File: src/rtl/vc_ram_stream_reader.sv
// Streams a circular burst of words out of a combinational-read flip-flop RAM.
// Optional output register build: define VC_RAM_STREAM_READER_OREG_EN.
module vc_ram_stream_reader #(
  parameter int DATA_SZ = 32,
  parameter int ENTRIES = 8,
  parameter int ADDR_SZ = 3,
  parameter int LEN_SZ  = 4
) (
  input  logic               clk,
  input  logic               reset_n,
  input  logic               cmd_val,
  output logic               cmd_rdy,
  input  logic [ADDR_SZ-1:0] cmd_addr,
  input  logic [LEN_SZ-1:0]  cmd_len,
  output logic               cmd_err,
  output logic [ADDR_SZ-1:0] raddr,
  input  logic [DATA_SZ-1:0] rdata,
  output logic               out_val,
  input  logic               out_rdy,
  output logic [DATA_SZ-1:0] out_data,
  output logic               out_last,
  output logic               done
);

  if ((1 << ADDR_SZ) < ENTRIES) begin : g_param_check
    $error("RTL-ERROR: %m ADDR_SZ is too narrow to address ENTRIES");
  end

  typedef enum logic {IDLE, STREAM} state_t;

  state_t             state, state_nxt;
  logic [ADDR_SZ-1:0] raddr_q, raddr_nxt, raddr_inc;
  logic [LEN_SZ-1:0]  remaining, remaining_nxt;
  logic               err_q, err_nxt, done_q, done_nxt;
  logic               cmd_bad, fetch, drain_last;

  assign raddr_inc = (raddr_q == ADDR_SZ'(ENTRIES - 1)) ? '0 : raddr_q + ADDR_SZ'(1);
  assign cmd_bad   = {1'b0, cmd_addr} >= (ADDR_SZ + 1)'(ENTRIES);
  assign raddr     = raddr_q;
  assign cmd_err   = err_q;
  assign done      = done_q;

`ifdef VC_RAM_STREAM_READER_OREG_EN
  logic               vld_p1, last_p1;
  logic [DATA_SZ-1:0] data_p1;

  // Stage p0 -> p1: RAM read lands in the output register when it is empty or draining
  assign fetch      = (state == STREAM) && (!vld_p1 || out_rdy);
  assign drain_last = vld_p1 && out_rdy && last_p1;
  assign cmd_rdy    = (state == IDLE) && !vld_p1;
  assign out_val    = vld_p1;
  assign out_data   = data_p1;
  assign out_last   = vld_p1 && last_p1;

  always_ff @(posedge clk or negedge reset_n) begin
    if (!reset_n) begin
      vld_p1 <= 1'b0;
    end else if (fetch) begin
      vld_p1 <= 1'b1;
    end else if (out_rdy) begin
      vld_p1 <= 1'b0;
    end
  end

  always_ff @(posedge clk) begin
    if (fetch) begin
      data_p1 <= rdata;
      last_p1 <= (remaining == LEN_SZ'(1));
    end
  end
`else
  assign fetch      = (state == STREAM) && out_rdy;
  assign drain_last = fetch && (remaining == LEN_SZ'(1));
  assign cmd_rdy    = (state == IDLE);
  assign out_val    = (state == STREAM);
  assign out_data   = rdata;
  assign out_last   = (state == STREAM) && (remaining == LEN_SZ'(1));
`endif

  always_comb begin
    state_nxt     = state;
    raddr_nxt     = raddr_q;
    remaining_nxt = remaining;
    err_nxt       = 1'b0;
    done_nxt      = drain_last;
    case (state)
      IDLE: begin
        if (cmd_val && cmd_rdy) begin
          if (cmd_bad) begin
            err_nxt = 1'b1;
          end else if (cmd_len == '0) begin
            done_nxt = 1'b1;
          end else begin
            raddr_nxt     = cmd_addr;
            remaining_nxt = cmd_len;
            state_nxt     = STREAM;
          end
        end
      end
      STREAM: begin
        if (fetch) begin
          raddr_nxt     = raddr_inc;
          remaining_nxt = remaining - LEN_SZ'(1);
          if (remaining == LEN_SZ'(1)) state_nxt = IDLE;
        end
      end
      default: state_nxt = IDLE;
    endcase
  end

  always_ff @(posedge clk or negedge reset_n) begin
    if (!reset_n) begin
      state     <= IDLE;
      raddr_q   <= '0;
      remaining <= '0;
      err_q     <= 1'b0;
      done_q    <= 1'b0;
    end else begin
      state     <= state_nxt;
      raddr_q   <= raddr_nxt;
      remaining <= remaining_nxt;
      err_q     <= err_nxt;
      done_q    <= done_nxt;
    end
  end

endmodule

File: config.mk
export PLATFORM = sky130hd
export DESIGN_NAME = vc_ram_stream_reader
export DESIGN_NICKNAME = d
export VERILOG_FILES = /design/src/rtl/vc_ram_stream_reader.sv
export SDC_FILE = /design/constraint.sdc
export NUM_CORES = 1
export LEC_CHECK = 0
export ABC_AREA = 1
export CORE_ASPECT_RATIO = 2
export CORE_UTILIZATION = 30
export CTS_CLUSTER_SIZE = 12
export DETAILED_ROUTE_END_ITERATION = 16
export PLACE_DENSITY = 0.81
export SLEW_MARGIN = 20
export SYNTH_ARGS = -nofsm -noshare
export SYNTH_HDL_FRONTEND = slang
export SYNTH_SLANG_ARGS = --single-unit
File: constraint.sdc
create_clock -name clk -period 1.9 [get_ports clk]
set_clock_uncertainty 0.05 [all_clocks]
set_input_delay 0.57 -clock clk [delete_from_list [all_inputs] [get_ports clk]]
set_output_delay 0.57 -clock clk [all_outputs]
set_load 0.1 [all_outputs]
# Word level (Yosys, flattened, before mapping)
# Index checks and enable logic that the tools add are counted.
dict set report totals {
  output_inout_bits 40
  register_bits 9
  in_bits 43
  wordCells 35
}
dict set report classes {
  reduce_logical 6
  n_addsub 2
  n_bitwise 1
  n_mux 17
  eq_ne 5
}
# operator n
set ops {}
lappend ops {{$mux 3} 4}
lappend ops {{$mux 4} 3}
lappend ops {{$pmux 4 s2} 1}
lappend ops {{$mux 1} 7}
lappend ops {{$pmux 3 s2} 1}
lappend ops {{$eq 4x1->1 const B} 1}
lappend ops {{$logic_and 1x1->1} 4}
lappend ops {{$logic_not 4->1} 1}
lappend ops {{$ne 2x1->1 const B} 2}
lappend ops {{$sub 4x1->4 const B} 1}
lappend ops {{$add 3x1->3 const B} 1}
lappend ops {{$eq 3x3->1 const B} 1}
lappend ops {{$reduce_and 3->1} 1}
lappend ops {{$ne 2x2->1 const B} 1}
lappend ops {{$pmux 1 s2} 1}
lappend ops {{$not 1->1} 1}

# Logic depth before layout (Yosys ltp)
dict set report depth {
  depth_word 5
  ltp_mapped 7
  mapped_depth_nobuf 7
}

# Worst setup path after synthesis
# No wires, ideal clock.
dict set report synth_timing {
  path_kind {flip-flop to output port}
  startpoint {reg state, in the netlist out_val}
  endpoint {out out_last}
  t_required_ps 1280
  path_slack_ps -728
  n_path_buf 1
  t_arrival_ps 2008
  stages_incl_launch_ff 4
  path_cell_list {dfrtp_1 buf_6 nand2_4 nor3_4}
}
dict set report synth_between {
  elab_chain_len 1
}
# item line
set synth_lines {}
lappend synth_lines {{start, declared} 31} ;# state_t state, state_nxt;
lappend synth_lines {{start signal, assigned} 119} ;# state <= state_nxt;
lappend synth_lines {{$logic_and 1x1->1} 77} ;# assign out_last = (state == STREAM) && (remaining == LEN_SZ'(1));
lappend synth_lines {{end, declared} 21} ;# output logic out_last,
# No other way between the ends.

# Worst setup path in the final report
dict set report layout_timing {
  startpoint {reg remaining[1]}
  endpoint {out out_last}
}
dict set report layout_between {
  elab_chain_len 2
}
# item line
set layout_lines {}
lappend layout_lines {{start, declared} 33} ;# logic [LEN_SZ-1:0] remaining, remaining_nxt;
lappend layout_lines {{start signal, assigned} 121} ;# remaining <= remaining_nxt;
lappend layout_lines {{$eq 4x1->1} 77}
lappend layout_lines {{$logic_and 1x1->1} 77}
# No other way between the ends.

==> run summary <==
Yosys cell types: 18
DR pass1 iterations: 4
Synth top area share: 0.297
Comb power frac: 0.653
FF-to-FF path depth: 8
Fin. Hold Viols: 0
Top cells by area, synth: buf_4 (30%), dfrtp_1 (27%), nand2_1 (13%), ha_1 (6.0%), nand3_1 (4.8%)
TritonCTS buffer count: 3
Critical path's largest stage delay: 0.38 ns
DRT iter0 DRCs: 21
CP top delay family: flip-flops
Port-buffer cells: 17
CP Class: flip-flop to primary output
Vias in the first global route: 608
Core Rows: 26
Clk sink count: 9
Syn_area_per_cell: 7.64 µm²
CTS tree: built
I/O pins: 83
Die Y: 76.5 µm
Critical Path, Cell by Cell: inv_2, ha_4, nand2_4, nor3_4, buf_12
Placed Cells incl. Taps: 121
Clk_lat worst skew: 0.24 ns
Hold buffer count at cts: 0
Pwr Total: 2.00 mW
Dominant cell type by area after synthesis: buf_4
Diode count: 0
Post-synthesis sequential area ratio: 0.270
Maximum VDD drop: 925 µV
Final setup fails: 0
Hold wc startpoint: raddr[2]
Share of layout cells above drive strength 1: 0.242
WHS Path Cells: 2
Layout Nets: 147
Vias: 620
Largest net degree at the start of global routing: 14
Tmin final: 1.89 ns
FF-to-FF setup slack: 0.53 ns
Critical path origin: remaining[1]
Dpl hpwl: 1420 µm
WP buf/inv: 2
First-pass GRT wire length: 2950 µm
Internal: 924 µW
Reg power frac: 0.230
Setup ws final: 0.0122 ns
Mapped Area: 833 µm²
Leakage: 0.449 nW
Reg-to-Reg Start: remaining[1]
Final Max Tran Viols: 0
Outcome: completed
Syn nets: 156
Initial core utilization: 0.320
Drt drc: 0
Vias per cell: 4.88
Final WL: 1900 µm
Chip Width: 39.3 µm
GRT overflow: 0
CP endpoint kind: primary output
H-tree depth: 1
Psw: 1.08 mW
Post-route ant nets: 0
Max-cap violation count: 0
RSZ-0062 raised after global routing: yes
Worst-path fanout max: 2
Setup TNS Final: 0 ns
Tot GR Track Use: 0.149
P&R area growth vs syn: 12.2%
Number of synthesized register bits: 9
Fin crit share: 0.994
Fmax: 530 MHz
Clock Root Buffer: clkbuf_8
Clock network fraction of design power: 0.117
Ys Warns: 0
Placeable Area: 2600 µm²
Setup WS pre-CTS: 0.0784 ns
Final-layout fill cell count: 267
Arrival time at the worst endpoint: 1.27 ns
Endpoint of the worst hold path: raddr[2]
Clock Pin Slew Worst Setup and Hold Paths: 0.05 ns
Die area: 3010 µm²
Hold slack final: 0.580 ns
Slowest stage cell on the critical path: dfrtp_1
Buffer depth of the longest clock path: 2
Initial antenna violation count: 0
Critical Path Start Type: flip-flop
Critical Path RT: 1.28 ns
Mapped Cells: 109
Worst hold path type: flip-flop to flip-flop
Placer congestion estimate: 0.788
DR WL/cell: 15.0 µm
Cell Count, Final, Fillers Out: 127
PD cells: 2140 nW/µm²
Switching Fraction: 0.538
Reg2reg end: remaining[2]
==> worst reg2reg max path: stages, from the launching register on <==
cell and delay, ns:
dfrtp_1 0.36, inv_2 0.06, buf_4 0.13, ha_1 0.18, or2_0 0.22, nand3_1 0.08, nand2_1 0.07, nand2_1 0.07
nand2_1 0.05
==> cell usage after synthesis <==
cell     number
buf_4        33
nand2_1      28
dfrtp_1       9
nand3_1       8
inv_1         5
ha_1          4
nor2_1        4
o21ai_1       4
nand2_4       3
nand2_2       2
o21ai_0       2
buf_6         1
conb_1        1
inv_2         1
nor3_4        1
o31ai_1       1
or2_0         1
or2_1         1
==> logic make-up (layout without fill, tap and decap cells) <==
family	count (synthesis)	in the layout	share of synthesized area
AO/OA/AOI/OAI	7	7	0.0450
AND/OR/NAND/NOR	48	48	0.282
buffers and inverters	40	30	0.338
adder cells (fa/ha/maj)	4	4	0.0601
flip-flops	9	9	0.270
other	1	1	0.00450
==> through the flow <==
step                 util  instance area, µm²
floorplan               -                 837
global placement    0.331                 861
detailed placement  0.331                 861
CTS                 0.359                 933
global route        0.359                 935
finish              0.359                 935
==> cell usage in the layout, fill, tap and decap left out <==
cell type,n
inv_2,2
buf_4,3
o21ai_1,4
nand2_2,2
ha_4,1
dfrtp_1,7
dfrtp_2,1
o31ai_1,1
nor3_4,1
nor2_1,4
nand2_4,3
inv_1,4
nand2_1,28
nand3_1,8
buf_12,7
or2_0,1
dfrtp_4,1
o21ai_0,2
conb_1,1
or2_1,1
clkbuf_8,3
clkbuf_1,1
clkdlybuf4s50_1,10
ha_1,3
==> how the worst max path moves through the flow <==
stage / to / slack, ns / cells past startpoint
after CTS: out_last / 0.007 / 5
after global routing: out_last / -0.05 / 5
after floorplan: out_last / -0.38 / 3
final: out_last / 0.01 / 5
after detailed placement: out_last / 0.08 / 5
after global placement: out_last / 0.12 / 5
==> power groups by stage <==
| stage | sequential, mW | combinational [mW] | clock, mW |
|---|---|---|---|
| final | 0.460 | 1.31 | 0.235 |
| after global routing | 0.476 | 1.41 | 0.248 |
| after CTS | 0.455 | 1.31 | 0.238 |
| after detailed placement | 0.450 | 1.26 | 0 |
| after global placement | 0.441 | 1.22 | 0 |
| after floorplan | 0.684 | 0.910 | 0 |
==> sequential cells by signal (all words and copies together), names as in the netlist <==
signal and cells:
done 1, out_val 1, raddr 3, remaining 4
==> final cells by class <==
cell class,count,area (µm²),area share
well taps,28,35.0,0.0375
repair buffers,20,263,0.281
multi-input cells,60,339,0.363
inverters,6,22.5,0.0241
clock buffers,4,45.0,0.0482
flip-flops and latches,9,230,0.246
==> per-layer routing <==
layer	vias to the layer above	routed length [µm]	global-route usage
met1	277	613	0.137
met2	35	966	0.230
li1	288	-	-
met4	0	149	0.145
met3	20	175	0.0496
met5	-	0	0
==> what timing repair did <==
action                     in CTS  in global routing
buffers inserted                2                  0
gates resized for setup         3                  1
setup endpoints to repair       1                  1
pin swaps                       1                  0
Power figures use the tool's default switching activity.
